### config.mk
export PLATFORM = sky130hd
export DESIGN_NAME = td4_prog_rom
export DESIGN_NICKNAME = d
export VERILOG_FILES = /design/src/rtl/td4_prog_rom.sv
export SDC_FILE = /design/constraint.sdc
export NUM_CORES = 1
export LEC_CHECK = 0
export ABC_AREA = 1
export CAP_MARGIN = 25
export CORE_UTILIZATION = 25
export CTS_CLUSTER_SIZE = 25
export DETAILED_ROUTE_END_ITERATION = 7
export GPL_ROUTABILITY_DRIVEN = 0
export PLACE_DENSITY = 0.41
export SETUP_SLACK_MARGIN = 0.3
export SLEW_MARGIN = 30
export SYNTH_ARGS = -nofsm -noshare
export SYNTH_HDL_FRONTEND = slang
export SYNTH_SLANG_ARGS = --single-unit
### constraint.sdc
create_clock -name CLK -period 1.8 [get_ports CLK]
set_input_delay 0.36 -clock CLK [delete_from_list [all_inputs] [get_ports CLK]]
set_output_delay 0.36 -clock CLK [all_outputs]
set_load 0.03 [all_outputs]
### src/rtl/td4_prog_rom.sv
// Writable 16x8 program memory for the TD4 core with a byte-wide load port.
// Latency: DATA_ROM is combinational from ADDR_ROM; a loaded byte is visible after its accepting edge.
// Backpressure: LOAD_READY is decoded from state only, high in LOAD (and CHECK), one byte per cycle.
//
// Ports:
//   CLK, CLR_N          clock and asynchronous active-low reset
//   ADDR_ROM, DATA_ROM  CPU fetch address and returned instruction byte
//   LOAD_START          restarts a program load from address 0 (any state)
//   LOAD_DATA/VALID/READY  valid/ready byte load port
//   CPU_CLR_N           registered active-low reset to the CPU, high only in RUN
//   LOADING, ERROR      status: loading/checking, checksum failure
//
// Optional feature: define TD4_PROG_ROM_CHECKSUM_EN to require a trailing
// checksum byte (CHECK state) and flag a mismatch in the ERR state.
module td4_prog_rom #(
    parameter int DEPTH = 16
) (
    input  logic       CLK,
    input  logic       CLR_N,
    input  logic [3:0] ADDR_ROM,
    output logic [7:0] DATA_ROM,
    input  logic       LOAD_START,
    input  logic [7:0] LOAD_DATA,
    input  logic       LOAD_VALID,
    output logic       LOAD_READY,
    output logic       CPU_CLR_N,
    output logic       LOADING,
    output logic       ERROR
);

    typedef enum logic [2:0] {
        S_HALT  = 3'd0,
        S_LOAD  = 3'd1,
        S_RUN   = 3'd2
`ifdef TD4_PROG_ROM_CHECKSUM_EN
        ,
        S_CHECK = 3'd3,
        S_ERR   = 3'd4
`endif
    } state_t;

    localparam logic [3:0] LAST_ADDR = 4'(DEPTH - 1);

    state_t      state;
    state_t      next_state;
    logic [7:0]  mem [DEPTH];
    logic [3:0]  wr_ptr;
    logic        load_ready;
    logic        loading;
    logic        error;
    logic        write_en;
    logic        cpu_clr_n;

    // A LOAD_START in the same cycle as a beat wins: the beat is dropped.
    assign write_en = (state == S_LOAD) && LOAD_VALID && !LOAD_START;

    // Read path: purely combinational, valid in every state.
    assign DATA_ROM = mem[ADDR_ROM];

`ifdef TD4_PROG_ROM_CHECKSUM_EN
    logic [7:0] sum;
    logic [7:0] sum_total;

    // Checksum byte C passes when S + C wraps to zero.
    assign sum_total = sum + LOAD_DATA;

    always_ff @(posedge CLK or negedge CLR_N) begin
        if (!CLR_N) begin
            sum <= 8'h00;
        end else if (LOAD_START) begin
            sum <= 8'h00;
        end else if (write_en) begin
            sum <= sum_total;
        end
    end
`endif

    // State register
    always_ff @(posedge CLK or negedge CLR_N) begin
        if (!CLR_N) begin
            state <= S_HALT;
        end else begin
            state <= next_state;
        end
    end

    // Next-state logic
    always_comb begin
        next_state = state;
        if (LOAD_START) begin
            next_state = S_LOAD;
        end else begin
            case (state)
                S_HALT: next_state = S_HALT;
                S_LOAD: begin
                    if (write_en && (wr_ptr == LAST_ADDR)) begin
`ifdef TD4_PROG_ROM_CHECKSUM_EN
                        next_state = S_CHECK;
`else
                        next_state = S_RUN;
`endif
                    end
                end
                S_RUN:  next_state = S_RUN;
`ifdef TD4_PROG_ROM_CHECKSUM_EN
                S_CHECK: begin
                    if (LOAD_VALID) begin
                        next_state = (sum_total == 8'h00) ? S_RUN : S_ERR;
                    end
                end
                S_ERR:  next_state = S_ERR;
`endif
                default: next_state = S_HALT;
            endcase
        end
    end

    // Output decode: from the state register only, no path from LOAD_VALID.
    always_comb begin
        load_ready = 1'b0;
        loading    = 1'b0;
        error      = 1'b0;
        case (state)
            S_LOAD: begin
                load_ready = 1'b1;
                loading    = 1'b1;
            end
`ifdef TD4_PROG_ROM_CHECKSUM_EN
            S_CHECK: begin
                load_ready = 1'b1;
                loading    = 1'b1;
            end
            S_ERR: error = 1'b1;
`endif
            default: ;
        endcase
    end

    assign LOAD_READY = load_ready;
    assign LOADING    = loading;
`ifdef TD4_PROG_ROM_CHECKSUM_EN
    assign ERROR      = error;
`else
    assign ERROR      = 1'b0;
`endif

    // CPU reset follows the next state so it releases on the edge that
    // completes the load, and the CPU fetches address 0 on the next cycle.
    always_ff @(posedge CLK or negedge CLR_N) begin
        if (!CLR_N) begin
            cpu_clr_n <= 1'b0;
        end else begin
            cpu_clr_n <= (next_state == S_RUN);
        end
    end

    assign CPU_CLR_N = cpu_clr_n;

    // Write pointer wraps to 0 naturally after the last byte.
    always_ff @(posedge CLK or negedge CLR_N) begin
        if (!CLR_N) begin
            wr_ptr <= 4'd0;
        end else if (LOAD_START) begin
            wr_ptr <= 4'd0;
        end else if (write_en) begin
            wr_ptr <= wr_ptr + 4'd1;
        end
    end

    // Program storage; earlier bytes survive a restart until overwritten.
    always_ff @(posedge CLK or negedge CLR_N) begin
        if (!CLR_N) begin
            for (int i = 0; i < DEPTH; i++) begin
                mem[i] <= 8'h00;
            end
        end else if (write_en) begin
            mem[wr_ptr] <= LOAD_DATA;
        end
    end

endmodule
=== Word level (Yosys, flattened, before mapping) ===
Cells that the tools add are included.

* Add/subtract/negate cells: 1
* Order comparisons: 3
* Equal/unequal tests: 4
* Mux-type cells: 12
* Bitwise gates (word level): 2
* Reductions and logical operators: 6

{| class="wikitable"
|+ Operators with widths
! operator !! count
|-
| 128-bit bitwise mux || 1
|-
| 8-bit binary-select mux with 4-bit select || 1
|-
| 8-bit demux with 4-bit select || 1
|-
| 8-bit two-way mux || 3
|-
| 5-bit >= comparator, second input constant || 2
|-
| 4-bit inverter with 5-bit output || 2
|-
| 4-bit two-way mux || 2
|-
| 3-bit by 2-bit equality test with 1-bit output, second input constant || 2
|-
| 3-bit two-way mux || 2
|-
| 3-bit one-hot mux with 2 select lines || 1
|-
| 5-bit by 1-bit less-than comparator with 1-bit output, second input constant || 1
|-
| 4-bit by 1-bit adder with 4-bit output, second input constant || 1
|-
| 4-bit equality test, second input constant || 1
|-
| 1-bit logical AND || 4
|-
| 3-bit by 1-bit equality test with 1-bit output, second input constant || 1
|-
| 2-bit nonzero test || 1
|-
| 1-bit logical NOT || 1
|-
| 1-bit two-way mux || 1
|}

* Register bits after elaboration: 136
* Bits of input ports: 16
* Output and inout port bits: 12
* Logic and storage cells: 47

=== Logic depth before layout (Yosys ltp) ===
* Depth after elaboration: 8
* Depth in mapped cells: 8
* Mapped depth without buffers: 7

=== Least setup slack after synthesis ===
Ideal clock, no wire load.

* Path kind: input port to output port
* From: in ADDR_ROM[1]
* To: out DATA_ROM[0]
* Arrival time: 1325 ps
* Data required time: 1440 ps
* Setup slack: 115 ps
* Stages on the path: 7
* Buffers on the path: 2
* Cell sequence: clkbuf_1 -> inv_2 -> clkbuf_1 -> nand3_1 -> nand3_1 -> nand3_1 -> nand2_1

* Word-level cells in the longest chain between the ends: 4

{| class="wikitable"
|+ RTL lines
! element !! line !! text
|-
| start: declaration || 20 || <nowiki>input logic [3:0] ADDR_ROM,</nowiki>
|-
| 4-bit inverter with 5-bit output (implied by the code) || 58 || <nowiki>assign DATA_ROM = mem[ADDR_ROM];</nowiki>
|-
| 8-bit binary-select mux with 4-bit select || 58 ||
|-
| 8-bit two-way mux (implied by the code) (2 in a row) || 58 ||
|-
| end: declaration || 21 || <nowiki>output logic [7:0] DATA_ROM,</nowiki>
|}

No other way between the ends. The select of a mux whose other input is x is not followed.

=== Worst setup path after layout ===
* From: reg mem[3] (netlist bit)
* To: out DATA_ROM[3]

* Word-level cells in the longest chain between the ends: 3

{| class="wikitable"
|+ RTL lines
! element !! line !! text
|-
| start: declaration || 46 || <nowiki>logic [7:0] mem [DEPTH];</nowiki>
|-
| start signal: indexed assignment || 174 || <nowiki>mem[i] <= 8'h00;</nowiki>
|-
| start signal: indexed assignment || 177 || <nowiki>mem[wr_ptr] <= LOAD_DATA;</nowiki>
|-
| 8-bit binary-select mux with 4-bit select || 58 ||
|-
| 8-bit two-way mux (implied by the code) (2 in a row) || 58 ||
|}

No other way between the ends. The select of a mux whose other input is x is not followed.

==> metrics.yaml <==
status:
  status: "finished with violations"
  violations: "setup timing"
power:
  seq_power_share_pct: 40.9
  pwr-share-clk_pct: 42.2
  p_comb_share_pct: 16.9
  power_density_nw_per_um2: 710
  power_uw: 7980
  swShare_pct: 28.6
  p_switching_uw: 2280
  irDropWorstVdd_uv: 659
  p_leak_uw: 0.00536
  p_int_uw: 5690
place:
  port_buffers: 26
  hpwl_um: 17500
  dp_slack_ps: -473
global_routing:
  grt-ovfl-total: 0
  grt_max_degree: 44
  antenna_found_initial: 0
  grt_usage_pct: 19.9
  grt_pass1_vias: 7188
  grt_pass1_wl_um: 43300
cts:
  cts_tree: "built"
  root_buffer: "clkbuf_16"
  path_clk_slew_ps: 60
  clockBufferDepth: 2
  cts.sinks: 136
  clk_latency_ps: 430
  htree_num_levels: 4
  cts_buffers: 17
worst_setup_path:
  cp.arrival_ps: 1470
  crit_required_ps: 1440
  endpoint_kind: "output port"
  path_max_fanout: 2
  startpoint_type: "flop"
  crit_type: "reg -> out"
die:
  die_x_um: 172
  io_pins: 28
  rows: 61
  die_area_um2: 29700
  start_util_pct: 25.7
  coreArea_um2: 28200
  die_y_um: 172
synth:
  synthTopCellsByCount: "444 x nand2_1, 218 x nand3_1, 136 x dfrtp_1"
  netlist.area_leader.share_pct: 47.0
  synth_cell_types: 23
  synth.most_common_cell: "nand2_1"
  synth-edff-count: 0
  synth_seq_cells: 136
  syn_area_per_cell_um2: 7.10
  synthTopCellsByArea: "dfrtp_1 47%, nand2_1 23%, nand3_1 15%"
  ys_seq_area_share_pct: 47.0
  yosysWarnings: 0
  synthCells: 1020
  synth.largest_area_cell: "dfrtp_1"
  ys_async_sr_fraction_pct: 100
  ys.flop_type: "dfrtp_1"
  syn_area_um2: 7240
flow_run:
  drv_cap: 0
sta:
  max_slew.worst_pin.slew_ps: 518
  hold_viol: 0
  relSlewSlack_pct: 65.5
  grt_setup_unrepaired: "yes"
  setup_tns_ps: -74.9
  fin_ws_ps: -30.8
  max_freq_ghz: 0.546
  min_period_ps: 1830
  fin_crit_sh_pct: 102
  fin_skew_ps: 13.6
  timing.hold.ws_ps: 437
  setup_viol: 7
  finalMaxSlewViolations: 0
finish:
  fin_nets: 1160
  diodes: 0
  fin_util_pct: 39.9
  drive_above_1_share_pct: 41.9
  synthToLayoutAreaGrowth_pct: 55.1
detailed_routing:
  drcViolationCount: 0
  via_per_inst: 4.63
  drt_iter0_markers: 482
  firstDrtPassIters: 7
  ant_nets: 0
  wl_per_cell_um: 17.9
  wl_um: 27400
  vias: 7090
worst_hold_path:
  hp-class: "in -> async"
==> stage by stage <==
| stage | cell area, um^2 | cells |
|---|---|---|
| floorplan | 7300 | 1021 |
| global placement | 8540 | 1450 |
| detailed placement | 8540 | 1450 |
| CTS | 10600 | 1509 |
| global route | 11200 | 1531 |
| finish | 11200 | 1531 |
==> path summary, 6_finish.rpt <==
path,end,cells after the start,startpoint,slack (ps)
worst max-delay path,DATA_ROM[3],7,mem[3]$_DFFE_PN0P_,-30
worst min-delay path,CPU_CLR_N$_DFF_PN0_,2,CLR_N,440
worst max register to register,mem[103]$_DFFE_PN0P_,10,state[2]$_DFF_PN0_,60
worst min register to register,mem[101]$_DFFE_PN0P_,2,mem[101]$_DFFE_PN0P_,470
max in group asynchronous,mem[17]$_DFFE_PN0P_,3,CLR_N,810
min in group CLK,mem[101]$_DFFE_PN0P_,2,mem[101]$_DFFE_PN0P_,470
==> registers in the layout, indices dropped and copies added, names as in the netlist <==
| register | count |
|---|---|
| mem | 128 |
| wr_ptr | 4 |
| state | 3 |
| CPU_CLR_N | 1 |
==> what timing repair did <==
action,in CTS,in global routing
pin swaps,91,66
resized for setup,281,122
setup endpoints to repair,135,143
hold endpoints to repair,37,0
gates cloned,11,0
hold buffers,1,0
buffers inserted,15,22
==> power by group through the flow <==
| stage | combinational, uW | sequential (uW) | clock (uW) |
|---|---|---|---|
| floorplan | 517 | 3280 | 0 |
| detailed placement | 1020 | 3300 | 0 |
| CTS | 1270 | 3260 | 3430 |
| global route | 1460 | 3280 | 3550 |
| global placement | 1020 | 3310 | 0 |
| finish | 1350 | 3260 | 3360 |
==> cell families after synthesis <==
kind of cell	count (synthesis)	share of synthesized area (%)
AO/OA/AOI/OAI	6	0.414
XOR/XNOR	1	0.121
adder cells (fa/ha/maj)	4	0.691
buffers and inverters	170	10.5
flip-flops	136	47.0
other	1	0.0518
AND/OR/NAND/NOR	702	41.2
==> area by class of cell <==
type,count,area (um^2)
sequential,136,3400
clock buffer,24,472
timing repair buffer,156,2000
multi-input combinational,716,4380
fill,2895,16900
inverter,113,437
tap,378,473
clock inverter,8,72.6
==> per-layer routing <==
layer	global-route usage (%)	up-vias	routed length [um]
li1	-	3421	-
met1	26.8	3531	12800
met2	32.3	111	13300
met3	3.52	27	841
met4	6.23	0	436
met5	0	-	0
==> cells in the final DEF, fill, tap and decap left out, types with 3 or more instances in the layout <==
cell             count
nand2_1            297
nand2_2            142
dfrtp_1            136
nand3_2            116
nand3_1             98
inv_1               97
buf_4               62
buf_12              31
buf_6               24
nand2_8             17
clkbuf_16           17
buf_8               14
inv_2               13
nor2_1              12
clkdlybuf4s50_1     11
buf_16              10
nand2_4              5
nor2_2               5
clkbuf_1             5
nor2_4               4
nand3_4              4
ha_1                 4
clkinv_2             4
clkinvlp_4           3
clkdlybuf4s15_2      3
==> worst max-delay path, stage by stage, from the launching register on <==
cell     delay [ps]
dfrtp_1         400
inv_1            70
nand2_1          60
nand3_2          90
nand3_2         110
nand3_2         110
nand2_4          70
buf_12          130
Note: power is estimated with default switching activity, not from simulation.
